[config.mk]
export PLATFORM = sky130hd
export DESIGN_NAME = decode_queue
export DESIGN_NICKNAME = d
export VERILOG_FILES = /design/src/rtl/decode_queue.sv
export SDC_FILE = /design/constraint.sdc
export NUM_CORES = 1
export LEC_CHECK = 0
export CAP_MARGIN = 0
export CELL_PAD_IN_SITES_DETAIL_PLACEMENT = 0
export CELL_PAD_IN_SITES_GLOBAL_PLACEMENT = 1
export CORE_MARGIN = 1.5
export CORE_UTILIZATION = 55
export CTS_CLUSTER_DIAMETER = 30
export DETAILED_ROUTE_END_ITERATION = 8
export DONT_BUFFER_PORTS = 1
export GPL_TIMING_DRIVEN = 0
export HOLD_SLACK_MARGIN = 0.12
export MAX_ROUTING_LAYER = met4
export PLACE_DENSITY = 0.81
export SETUP_SLACK_MARGIN = 0.1
export SLEW_MARGIN = 15
export SYNTH_ARGS = -nofsm -noshare
export SYNTH_HDL_FRONTEND = slang
export SYNTH_SLANG_ARGS = --single-unit
[constraint.sdc]
create_clock -name clk -period 18.8 [get_ports clk]
set_input_delay 3.76 -clock clk [delete_from_list [all_inputs] [get_ports clk]]
set_output_delay 3.76 -clock clk [all_outputs]
set_load 0.01 [all_outputs]
[src/rtl/decode_queue.sv]
// Decode stage with a small FIFO of decoded instructions between fetch and execute.
// Operands are captured from the register file in the same cycle the instruction is accepted.
module decode_queue #(
  parameter int XLEN  = 32,
  parameter int DEPTH = 2
) (
  input  logic                         clk,
  input  logic                         rst,
  input  logic                         flush,
  input  logic                         in_valid,
  output logic                         in_ready,
  input  logic [XLEN-1:0]              in_pc,
  input  logic [31:0]                  in_cmd,
  output logic [4:0]                   reg1,
  output logic [4:0]                   reg2,
  input  logic [XLEN-1:0]              reg_out1,
  input  logic [XLEN-1:0]              reg_out2,
  output logic                         out_valid,
  input  logic                         out_ready,
  output logic [XLEN-1:0]              out_pc,
  output logic [5:0]                   out_exec_command,
  output logic [5:0]                   out_alu_command,
  output logic [XLEN-1:0]              out_addr,
  output logic [XLEN-1:0]              out_rs,
  output logic [XLEN-1:0]              out_rt,
  output logic [4:0]                   out_sh,
  output logic [4:0]                   out_rd,
  output logic                         out_fmode,
  output logic [$clog2(DEPTH+1)-1:0]   count,
  output logic [31:0]                  stall_cycles
);
  localparam int CW = $clog2(DEPTH+1);
  localparam int PW = $clog2(DEPTH);
  localparam logic [CW-1:0] FULL = CW'(DEPTH);

  typedef struct packed {
    logic [XLEN-1:0] pc;
    logic [5:0]      exec;
    logic [5:0]      alu;
    logic [XLEN-1:0] addr;
    logic [XLEN-1:0] rs;
    logic [XLEN-1:0] rt;
    logic [4:0]      sh;
    logic [4:0]      rd;
    logic            fmode;
  } entry_t;

  entry_t          dec, head;
  entry_t          mem [DEPTH];
  logic [PW-1:0]   wptr, rptr;
  logic            push, pop;
  logic [5:0]      op;
  logic [XLEN-1:0] simm;

  assign op   = in_cmd[31:26];
  assign simm = {{(XLEN-16){in_cmd[15]}}, in_cmd[15:0]};

  // Branches and stores read rt from the rd field position.
  assign reg1 = in_cmd[20:16];
  assign reg2 = (in_cmd[31:27] == 5'b00010 || in_cmd[31:29] == 3'b101) ?
                in_cmd[25:21] : in_cmd[15:11];

  always_comb begin
    dec       = '0;
    dec.pc    = in_pc;
    dec.exec  = op;
    dec.rd    = in_cmd[25:21];
    dec.sh    = in_cmd[10:6];
    dec.alu   = in_cmd[5:0];
    dec.rs    = reg_out1;
    dec.rt    = reg_out2;
    dec.fmode = (op == 6'b010001);
    if (op == 6'b000010 || op == 6'b000011)
      dec.addr = {{(XLEN-28){1'b0}}, in_cmd[25:0], 2'b00};
    else if (op == 6'b000100 || op == 6'b000101)
      dec.addr = {{(XLEN-18){in_cmd[15]}}, in_cmd[15:0], 2'b00};
    else if (op == 6'b001000)
      dec.rt = simm;
    else if (op[5:2] == 4'b0011)
      dec.rt = {{(XLEN-16){1'b0}}, in_cmd[15:0]};
    else if (op[5:4] == 2'b10)
      dec.addr = reg_out1 + simm;
    else if (op == 6'b110010)
      dec.addr = {{(XLEN-28){in_cmd[25]}}, in_cmd[25:0], 2'b00};
  end

  // in_ready depends only on local state, never on out_ready.
  assign in_ready  = !rst && (count != FULL) && !flush;
  assign out_valid = (count != '0);
  assign push      = in_valid && in_ready;
  assign pop       = out_valid && out_ready && !flush;

  always_ff @(posedge clk or posedge rst) begin
    if (rst) begin
      count        <= '0;
      wptr         <= '0;
      rptr         <= '0;
      stall_cycles <= '0;
    end else begin
      if (in_valid && !in_ready && stall_cycles != '1)
        stall_cycles <= stall_cycles + 32'd1;
      if (flush) begin
        count <= '0;
        wptr  <= '0;
        rptr  <= '0;
      end else begin
        if (push) wptr <= wptr + PW'(1);
        if (pop)  rptr <= rptr + PW'(1);
        if (push && !pop)      count <= count + CW'(1);
        else if (pop && !push) count <= count - CW'(1);
      end
    end
  end

  always_ff @(posedge clk) begin
    if (push) mem[wptr] <= dec;
  end

  assign head = out_valid ? mem[rptr] : '0;

  assign out_pc           = head.pc;
  assign out_exec_command = head.exec;
  assign out_alu_command  = head.alu;
  assign out_addr         = head.addr;
  assign out_rs           = head.rs;
  assign out_rt           = head.rt;
  assign out_sh           = head.sh;
  assign out_rd           = head.rd;
  assign out_fmode        = head.fmode;
endmodule
==> results.md <==
- Slew HR: 25.2%
- Initial antenna violation count: 0
- Die Wd: 170 um
- First-pass GRT wire length: 53,500 um
- Synth unique cells: 64
- Antenna Diode Count: 0
- FF+latch count, synth: 338
- Crit start category: primary input
- Crit path kind: primary input to primary output
- Hold_sp: stall_cycles[14]
- Register area share after synthesis: 64.7%
- CTS Buf Count: 68
- Largest net degree at the start of global routing: 53
- Final instance area: 18,400 um^2
- CTS tree: yes
- Leak: 6.50 nW
- Fmax: 111 MHz
- FF-to-FF End: mem[0][53]
- Final Max Tran Viols: 0
- Max incr delay on CP: 0.51 ns
- Cell chain of the critical path: clkbuf_1 -> nor4b_1 -> a21oi_1 -> nor2_1 -> mux2_2
- NumNets Final: 1,392
- Root buf cell: clkbuf_16
- Netlist area before placement: 15,400 um^2
- R2R cell count: 6
- Flop2flop setup slack: 15.91 ns
- Detailed-route DRC error count: 0
- Congestion Overflow GR: 0
- Die height: 170 um
- Setup bufs post-CTS: 0
- Cell taking the most area after synthesis: edfxtp_1
- Syn-to-layout area delta: 19.3%
- IO Port Bufs: 0
- Clock latency on the worst-skew pair: 0.54 ns
- Critical path's slowest cell: nor2_1
- Vias/cell: 5.71
- Worst-path clk slew: 0.04 ns
- Setup TNS: 0 ns
- Syn_area_per_cell: 13.4 um^2
- Nature of the critical path endpoint: primary output
- Top post-synthesis cells by area: edfxtp_1 59%, mux2i_1 9.9%, dfrtp_1 5.8%, nor2_1 4.7%, ha_1 2.6%
- Gates resized, CTS repair: 0
- Ratio of cells with drive above 1 in the final layout: 13.2%
- CP required: 15.04 ns
- Full die area: 29,000 um^2
- Core Region: 27,700 um^2
- Max capacitance violation total: 0
- Initial cell density of the core: 55.6%
- Most frequent cell after synthesis: edfxtp_1
- Unrepaired setup endpoints after global routing: no
- Number of synthesized flops with an enable pin: 302
- FP Rows: 61
- Post-synth top area share: 58.9%
- Final setup vio count: 0
- Wire per inst: 21.8 um
- Antenna-violating nets left: 0
- Most used DFF post-synth: edfxtp_1
- WP buf/inv: 1
- Final Skew: 0.0215 ns
- Measured slew at the worst slew-check pin: 1.12 ns
- Post-DP HPWL: 25,000 um
- H-tree depth: 3
- Worst min path class: flip-flop to flip-flop
- Cell count after synthesis: 1,147
- Final core utilization: 66.4%
- Count of final hold-check violations: 0
- Worst vdd rail ir drop: 0.0794 mV
- Router iterations before antenna repair: 5
- Post-Syn Nets: 1,313
- Pwr Total: 2.21 mW
- YS warnings: 0
- CTS Buffer Depth: 3
- GRT Overall Usage: 25.4%
- Part of the cycle the worst path needs: 48.1%
- Drt total wl: 36,100 um
- Placed cell areas: 16,100 um^2
- Initial DRC count: 681
- Hold path endpoint: stall_cycles[14]
- Vias: 9,463
- Pwr dens: 120 nW/um^2
- FFs w/ async S/R, synth: 10.7%
- Final min period: 9.04 ns
- I/O pins: 330
- Crit Path Max Fanout: 8
- TritonCTS Sinks: 338
- GP Congestion: 0.835
- Vias in the first global route: 9,407
- Status: complete, no violations
- Crit path arrival time: 5.28 ns
- Cell family with most CP delay: simple AND/OR/NAND/NOR gates
- # hold bufs at CTS: 0
- Hold depth: 1
- Critical R2R Launch: count[1]
- Post-synth top cells: 302 x edfxtp_1, 193 x nor2_1, 152 x mux2i_1, 51 x nand2_1, 38 x xnor2_1
[worst register-to-register path: cells and delay by family, from the launching register on]
family,cells,cell delay [ns]
buf+inv,2,0.50
flops,1,0.47
simple gates,4,1.60
[per-stage QoR]
stage | cells | setup WS, ns | hold slack [ns]
after floorplan | 1147 | 7.52 | 0.473
after global placement | 1525 | 3.74 | 0.493
after global routing | 1657 | 9.64 | 0.590
final | 1657 | 9.76 | 0.556
after CTS | 1657 | 9.79 | 0.555
after detailed placement | 1534 | 9.81 | 0.547
[routing by layer]
layer	routed length [um]	global-route usage (%)	up-vias
met3	3240	8.07	71
met4	1010	9.93	0
met1	14500	30.3	4600
li1	-	-	4425
met5	0	-	-
met2	17400	40.2	367
[how the worst max path moves through the flow]
stage	from	to	slack, ns	cells after the start
2_1_floorplan	flush	mem[0][0]	7.52	3
3_3_place_gp	flush	mem[0][28]	3.74	3
3_5_place_dp	in_cmd[29]	reg2[4]	9.81	5
4_1_cts	in_cmd[29]	reg2[4]	9.79	5
5_1_grt	in_cmd[29]	reg2[4]	9.64	5
6_report	in_cmd[29]	reg2[4]	9.76	5
[cells in the final DEF, fill, tap and decap left out, drive strengths merged, types with 11 or more instances in the layout]
| cell | count |
|---|---|
| edfxtp | 302 |
| nor2 | 193 |
| mux2i | 152 |
| clkbuf | 107 |
| nand2 | 52 |
| xnor2 | 38 |
| o21ai | 37 |
| dfrtp | 36 |
| a21oi | 34 |
| buf | 34 |
| ha | 32 |
| clkinv | 30 |
| a21o | 24 |
| xor2 | 22 |
| mux2 | 22 |
| nand3 | 18 |
| inv | 17 |
| nor3 | 11 |
[registers in the layout (all words and copies together), names as in the netlist]
signal        flops
mem             302
count             2
rptr              1
stall_cycles     32
wptr              1
[power by group]
group,total [mW],internal [mW],switching (mW)
combinational,0.175,0.0662,0.109
sequential,0.867,0.848,0.0184
clock,1.17,0.786,0.386
[cells by family after synthesis]
family	Yosys count	share of synthesized area [%]
XOR/XNOR	60	3.41
AO/OA/AOI/OAI	141	6.03
adder cells (fa/ha/maj)	33	2.73
flip-flops	338	64.7
multiplexers	174	11.5
buffers and inverters	69	1.96
AND/OR/NAND/NOR	332	9.69
[final cells by class]
| class | instances | area [um^2] |
|---|---|---|
| sequential | 338 | 9970 |
| fill | 1986 | 9320 |
| multi-input combinational | 740 | 5160 |
| clock buffer | 75 | 1790 |
| clock inverter | 48 | 494 |
| tap | 378 | 473 |
| buffer | 57 | 256 |
| timing repair buffer | 9 | 203 |
| inverter | 12 | 45.0 |
Note: power is estimated with default switching activity, not from simulation.
